**src/rtl/bcd_7seg_scan.sv**
```systemverilog
// 3-digit multiplexed 7-segment driver for a BCD word that
// settles over several cycles; captures only stable values.
module bcd_7seg_scan #(
  parameter int SCAN_DIV       = 1000,
  parameter int STABLE_CYC     = 12,
  parameter bit BLANK_LZ       = 1'b1,
  parameter bit SEG_ACTIVE_LOW = 1'b1
) (
  input  logic        clk,
  input  logic        rst,
  input  logic [11:0] bdc,
  output logic [6:0]  seg,
  output logic [2:0]  an,
  output logic [11:0] disp_val
);

  localparam int CW = $clog2(STABLE_CYC + 1);
  localparam int PW = $clog2(SCAN_DIV);

  localparam logic [CW-1:0] CNT_MAX  = CW'(STABLE_CYC);
  localparam logic [CW-1:0] CNT_LD   = CW'(STABLE_CYC - 1);
  localparam logic [PW-1:0] PCNT_MAX = PW'(SCAN_DIV - 1);

  localparam logic [6:0] ZERO_AL = 7'h40;
  localparam logic [6:0] SEG_RST =
    SEG_ACTIVE_LOW ? ZERO_AL : ~ZERO_AL;

  typedef enum logic [1:0] {
    DIG_U = 2'd0,
    DIG_T = 2'd1,
    DIG_H = 2'd2
  } dsel_e;

  logic [11:0]   smp_q, smp_d;
  logic [CW-1:0] stab_cnt_q, stab_cnt_d;
  logic [11:0]   disp_val_q, disp_val_d;
  logic [PW-1:0] pcnt_q, pcnt_d;
  dsel_e         dsel_q, dsel_d;
  logic [2:0]    an_q, an_d;
  logic [6:0]    seg_q, seg_d;

  logic [3:0] nib;
  logic       blank;
  logic [6:0] code;

  // Stability filter: reload disp only after a run of equal samples
  always_comb begin
    smp_d      = bdc;
    stab_cnt_d = stab_cnt_q;
    disp_val_d = disp_val_q;
    if (bdc != smp_q) begin
      stab_cnt_d = '0;
    end else begin
      if (stab_cnt_q < CNT_MAX)
        stab_cnt_d = stab_cnt_q + CW'(1);
      if (stab_cnt_q == CNT_LD)
        disp_val_d = smp_q;
    end
  end

  // Scan timer and digit select, units -> tens -> hundreds
  always_comb begin
    pcnt_d = pcnt_q + PW'(1);
    dsel_d = dsel_q;
    if (pcnt_q == PCNT_MAX) begin
      pcnt_d = '0;
      unique case (dsel_q)
        DIG_U:   dsel_d = DIG_T;
        DIG_T:   dsel_d = DIG_H;
        DIG_H:   dsel_d = DIG_U;
        default: dsel_d = DIG_U;
      endcase
    end
  end

  // Digit pick, leading-zero blanking and segment decode
  always_comb begin
    nib   = disp_val_q[3:0];
    blank = 1'b0;
    unique case (dsel_q)
      DIG_U: nib = disp_val_q[3:0];
      DIG_T: begin
        nib   = disp_val_q[7:4];
        blank = BLANK_LZ &&
                disp_val_q[11:8] == 4'h0 &&
                disp_val_q[7:4] == 4'h0;
      end
      DIG_H: begin
        nib   = disp_val_q[11:8];
        blank = BLANK_LZ &&
                disp_val_q[11:8] == 4'h0;
      end
      default: nib = disp_val_q[3:0];
    endcase
    unique case (nib)
      4'd0:    code = 7'h40;
      4'd1:    code = 7'h79;
      4'd2:    code = 7'h24;
      4'd3:    code = 7'h30;
      4'd4:    code = 7'h19;
      4'd5:    code = 7'h12;
      4'd6:    code = 7'h02;
      4'd7:    code = 7'h78;
      4'd8:    code = 7'h00;
      4'd9:    code = 7'h10;
      default: code = 7'h3F;
    endcase
    if (blank)
      code = 7'h7F;
    seg_d = SEG_ACTIVE_LOW ? code : ~code;
    an_d  = ~(3'b001 << dsel_q);
  end

  // State register; everything held while rst is high
  always_ff @(posedge clk or posedge rst) begin
    if (rst) begin
      smp_q      <= '0;
      stab_cnt_q <= '0;
      disp_val_q <= '0;
      pcnt_q     <= '0;
      dsel_q     <= DIG_U;
      an_q       <= 3'b110;
      seg_q      <= SEG_RST;
    end else begin
      smp_q      <= smp_d;
      stab_cnt_q <= stab_cnt_d;
      disp_val_q <= disp_val_d;
      pcnt_q     <= pcnt_d;
      dsel_q     <= dsel_d;
      an_q       <= an_d;
      seg_q      <= seg_d;
    end
  end

  assign seg      = seg_q;
  assign an       = an_q;
  assign disp_val = disp_val_q;

endmodule

```
**config.mk**
```make
export PLATFORM = sky130hd
export DESIGN_NAME = bcd_7seg_scan
export DESIGN_NICKNAME = d
export VERILOG_FILES = /design/src/rtl/bcd_7seg_scan.sv
export SDC_FILE = /design/constraint.sdc
export NUM_CORES = 1
export LEC_CHECK = 0
export ABC_AREA = 1
export BUFFER_PORTS_ARGS = -buffer_cell sky130_fd_sc_hd__buf_4
export CAP_MARGIN = 20
export CORE_ASPECT_RATIO = 0.8
export CORE_UTILIZATION = 51
export DETAILED_ROUTE_END_ITERATION = 8
export PLACE_DENSITY = 0.75
export SYNTH_ARGS = -nofsm -noshare
export SYNTH_HDL_FRONTEND = slang
export SYNTH_SLANG_ARGS = --single-unit
```
**constraint.sdc**
```tcl
create_clock -name clk -period 1.9 [get_ports clk]
set_clock_uncertainty 0.15 [all_clocks]
set_input_delay 0.285 -clock clk [delete_from_list [all_inputs] [get_ports clk]]
set_output_delay 0.285 -clock clk [all_outputs]
set_load 0.05 [all_outputs]
```
==> key figures <==
Setup path
  – Reg2Reg Depth: 11
  – Critical path type: flip-flop to flip-flop
  – CP Max Fanout: 7
  – Reg2reg setup slack: 0.04 ns
  – WP data required: 1.94 ns
  – Setup crit end: seg[4]
  – Max incr delay on CP: 0.43 ns
  – Reg2Reg Launch Point: dsel_q[0]
  – CP max stage cell: dfrtp_2
  – Startpoint types: flip-flop
  – Worst-path cell chain: inv_4, ha_4, inv_2, nand2_1, nand2_2, inv_1, buf_6, ha_2, nand2_1, nand3_1, nand3_1
  – Top delay family on crit path: adder cells
  – Number of cells on the critical path: 11
  – Critical path buffer and inverter count: 4
  – Data arrival, critical path: 1.90 ns
  – R2r endpoint: seg[4]
  – Crit. Startpoint: dsel_q[0]
  – Crit. End Element: flip-flop

Global route
  – First-pass GRT wire length: 8070 um
  – GRT busiest layer: met2
  – Met2 Use GR: 35.1%
  – Met1 usage: 27.5%
  – Aggregate global-route resource usage: 21.3%
  – Met3 Use GR: 4.78%
  – Largest net degree at the start of global routing: 29
  – Vias in the first global route: 1856
  – Congestion Overflow GR: 0
  – Initial antenna violation count: 0

Timing
  – Unrepaired setup endpoints after global routing: yes
  – Final worst slack: 0.0406 ns
  – Pins Over Slew Limit: 0
  – FMAX: 538 MHz
  – Worst-Margin Slew: 0.502 ns
  – Final Cycle Share: 97.9%
  – Setup violators final: 0
  – TNS Setup: 0 ns
  – Final Hold Fails: 0
  – Post-layout min period: 1.86 ns
  – Headroom to the max-slew limit: 66.5%

Final layout
  – Area Growth Syn to Fin: 30.1%
  – FF+latch area: 1260 um^2
  – Final Util: 71.7%
  – Final std cell area, no fill: 3130 um^2
  – Final-layout fill cell count: 340
  – Nets: 371
  – Layout cells sized above 1: 26.4%
  – Non-Filler Instances: 405
  – Antenna cells: 0
  – Area of the multi-input gates: 1060 um^2

Routing
  – Via count: 1959
  – Antenna viol nets, final: 0
  – Initial DRC count: 97
  – Initial DRT Pass Iterations: 4
  – DRC Markers: 0
  – Avg Vias per Cell: 4.84
  – Post-Route WL: 4760 um
  – WL/cell: 11.8 um

Yosys
  – Synth Cell Area: 2400 um^2
  – Fraction of the mapped netlist area in adder cells: 5.21%
  – Main combinational cell family by area after synthesis: simple AND/OR/NAND/NOR gates
  – Mux share of post-synthesis cell area: 0%
  – Compound-Gate Fraction of Synth Area: 3.96%
  – Simple-gate area share of the yosys netlist: 29.5%
  – Cells after Synth: 283
  – Register bit total from synthesis: 50
  – Avg Cell Area, Syn: 8.49 um^2
  – Synth Area in XOR/XNOR: 2.19%
  – Register area share after synthesis: 52.2%
  – Distinct cell type count after synthesis: 29
  – YS warnings: 0
  – Post-synthesis net count: 307

Clocking
  – Worst skew pair latency: 0.31 ns
  – CTS sink count: 50
  – H-tree levels: 2
  – Clock Pin Slew Worst Setup and Hold Paths: 0.09 ns
  – CTS root buf: clkbuf_8
  – CTS buffer count: 5
  – CTS tree: yes
  – Deepest clock path buffer count: 2

Place
  – IO buf count: 35
  – Routability Congestion: 0.852
  – Placed Area: 2820 um^2
  – Dpl ws: -0.00957 ns
  – DP Wirelength: 3380 um
  – Placed cell count: 383

Power and ir drop
  – Power density over the cells: 589 nW/um^2
  – VDD IR max: 0.000473 V
  – Lkg Pwr: 1.64 nW

Floorplanning
  – Starting Density: 55.1%
  – Row cnt: 21
  – Die Wd: 78.8 um
  – Die height: 63.4 um
  – I/O pin cnt: 36
  – Core Region: 4360 um^2
  – Die ar.: 4990 um^2

Flow run
  – # Max-Cap Violations: 0

Hold path
  – Worst hold path type: flip-flop to flip-flop

Outcome
  – Status: complete, no violations
## per-stage QoR
step / total power (W) / hold WS (ns)
3_3_place_gp: 0.00120 / 0.203
4_1_cts: 0.00186 / 0.315
6_report: 0.00184 / 0.314
5_1_grt: 0.00192 / 0.349
3_5_place_dp: 0.00120 / 0.207
2_1_floorplan: 0.00116 / 0.166
## where the power goes
part	leakage, nW	internal (W)	switching, W
clock network	0.0482	0.000294	0.000345
logic	0.944	0.0000576	0.0000569
registers	0.644	0.00108	0.0000105
total	1.64	0.00143	0.000413
## worst register-to-register path, stage by stage, from the launching register on
cell and delay [ns]:
dfrtp_2 0.43, inv_4 0.07, ha_4 0.31, inv_2 0.06
nand2_1 0.08, nand2_2 0.08, inv_1 0.09, buf_6 0.11
ha_2 0.17, nand2_1 0.06, nand3_1 0.07, nand3_1 0.07
## per-layer routing
layer | part of all wire (%) | up-vias
li1 | - | 1019
met1 | 48 | 910
met2 | 48 | 25
met3 | 2.5 | 5
met4 | 1.2 | 0
met5 | 0 | -
## worst min-delay path by stage
stage                   start        end  cells after the start
floorplan              bdc[0]   smp_q[0]                      0
global placement          rst  pcnt_q[0]                      2
detailed placement        rst  pcnt_q[0]                      2
CTS                 pcnt_q[0]  pcnt_q[0]                      1
global route        pcnt_q[0]  pcnt_q[0]                      1
finish              pcnt_q[0]  pcnt_q[0]                      1
## state kept, by name (all words and copies together) (netlist names)
| name | count |
|---|---|
| pcnt_q | 10 |
| stab_cnt_q | 4 |
| an | 3 |
| seg | 7 |
| disp_val | 12 |
| smp_q | 12 |
| dsel_q | 2 |
## synth_stat cells, drive strengths merged
cell type	n	share of area, %
nand2	97	15
dfrtp	47	49
inv	34	5.3
nor2	28	5.0
nand4	12	3.1
nand3	11	2.5
ha	10	5.2
o21ai	10	2.2
a21oi	6	1.2
nor3	6	1.2
buf	5	1.6
xnor2	5	1.8
dfstp	3	3.3
or2	3	0.78
nor3b	2	0.83
nor4	2	0.78
a21boi	1	0.47
xor2	1	0.36
## layout make-up
class	instances	area share [%]
Clock buffer	7	2.76
Clock inverter	1	0.160
Inverter	34	4.16
Multi-Input combinational cell	194	33.9
Sequential cell	50	40.2
Tap cell	57	2.28
Timing Repair Buffer	62	16.6
## repair_timing
action                                  4_1_cts  5_1_grt
pin swaps                                     0        6
endpoints found under the hold margin        31        0
buffers inserted                              0        1
hold buffers                                 13        0
resized for setup                             2       20
endpoints found under the setup margin        1       22
## cells in the final DEF, fill, tap and decap left out, types with 3 or more instances in the layout
| cell type | instances |
|---|---|
| xnor2_1 | 5 |
| nand4_1 | 12 |
| ha_1 | 5 |
| clkbuf_8 | 6 |
| dlygate4sd3_1 | 13 |
| o21ai_0 | 6 |
| nand3_1 | 9 |
| buf_4 | 46 |
| inv_2 | 4 |
| or2_2 | 3 |
| nor2_2 | 3 |
| dfrtp_1 | 46 |
| inv_1 | 29 |
| nor2_1 | 24 |
| nor3_1 | 6 |
| nand2_1 | 91 |
| ha_4 | 3 |
| nand2_2 | 6 |
| a21oi_1 | 4 |
| dfstp_2 | 3 |
## logic make-up after synthesis
| logic type | count (synthesis) |
|---|---|
| buffers and inverters | 39 |
| adders and majority gates | 10 |
| AOI/OAI and AO/OA | 17 |
| xor gates and xnor gates | 6 |
| and+or+nand+nor | 161 |
| DFF | 50 |
Note: power is estimated with default switching activity, not from simulation.
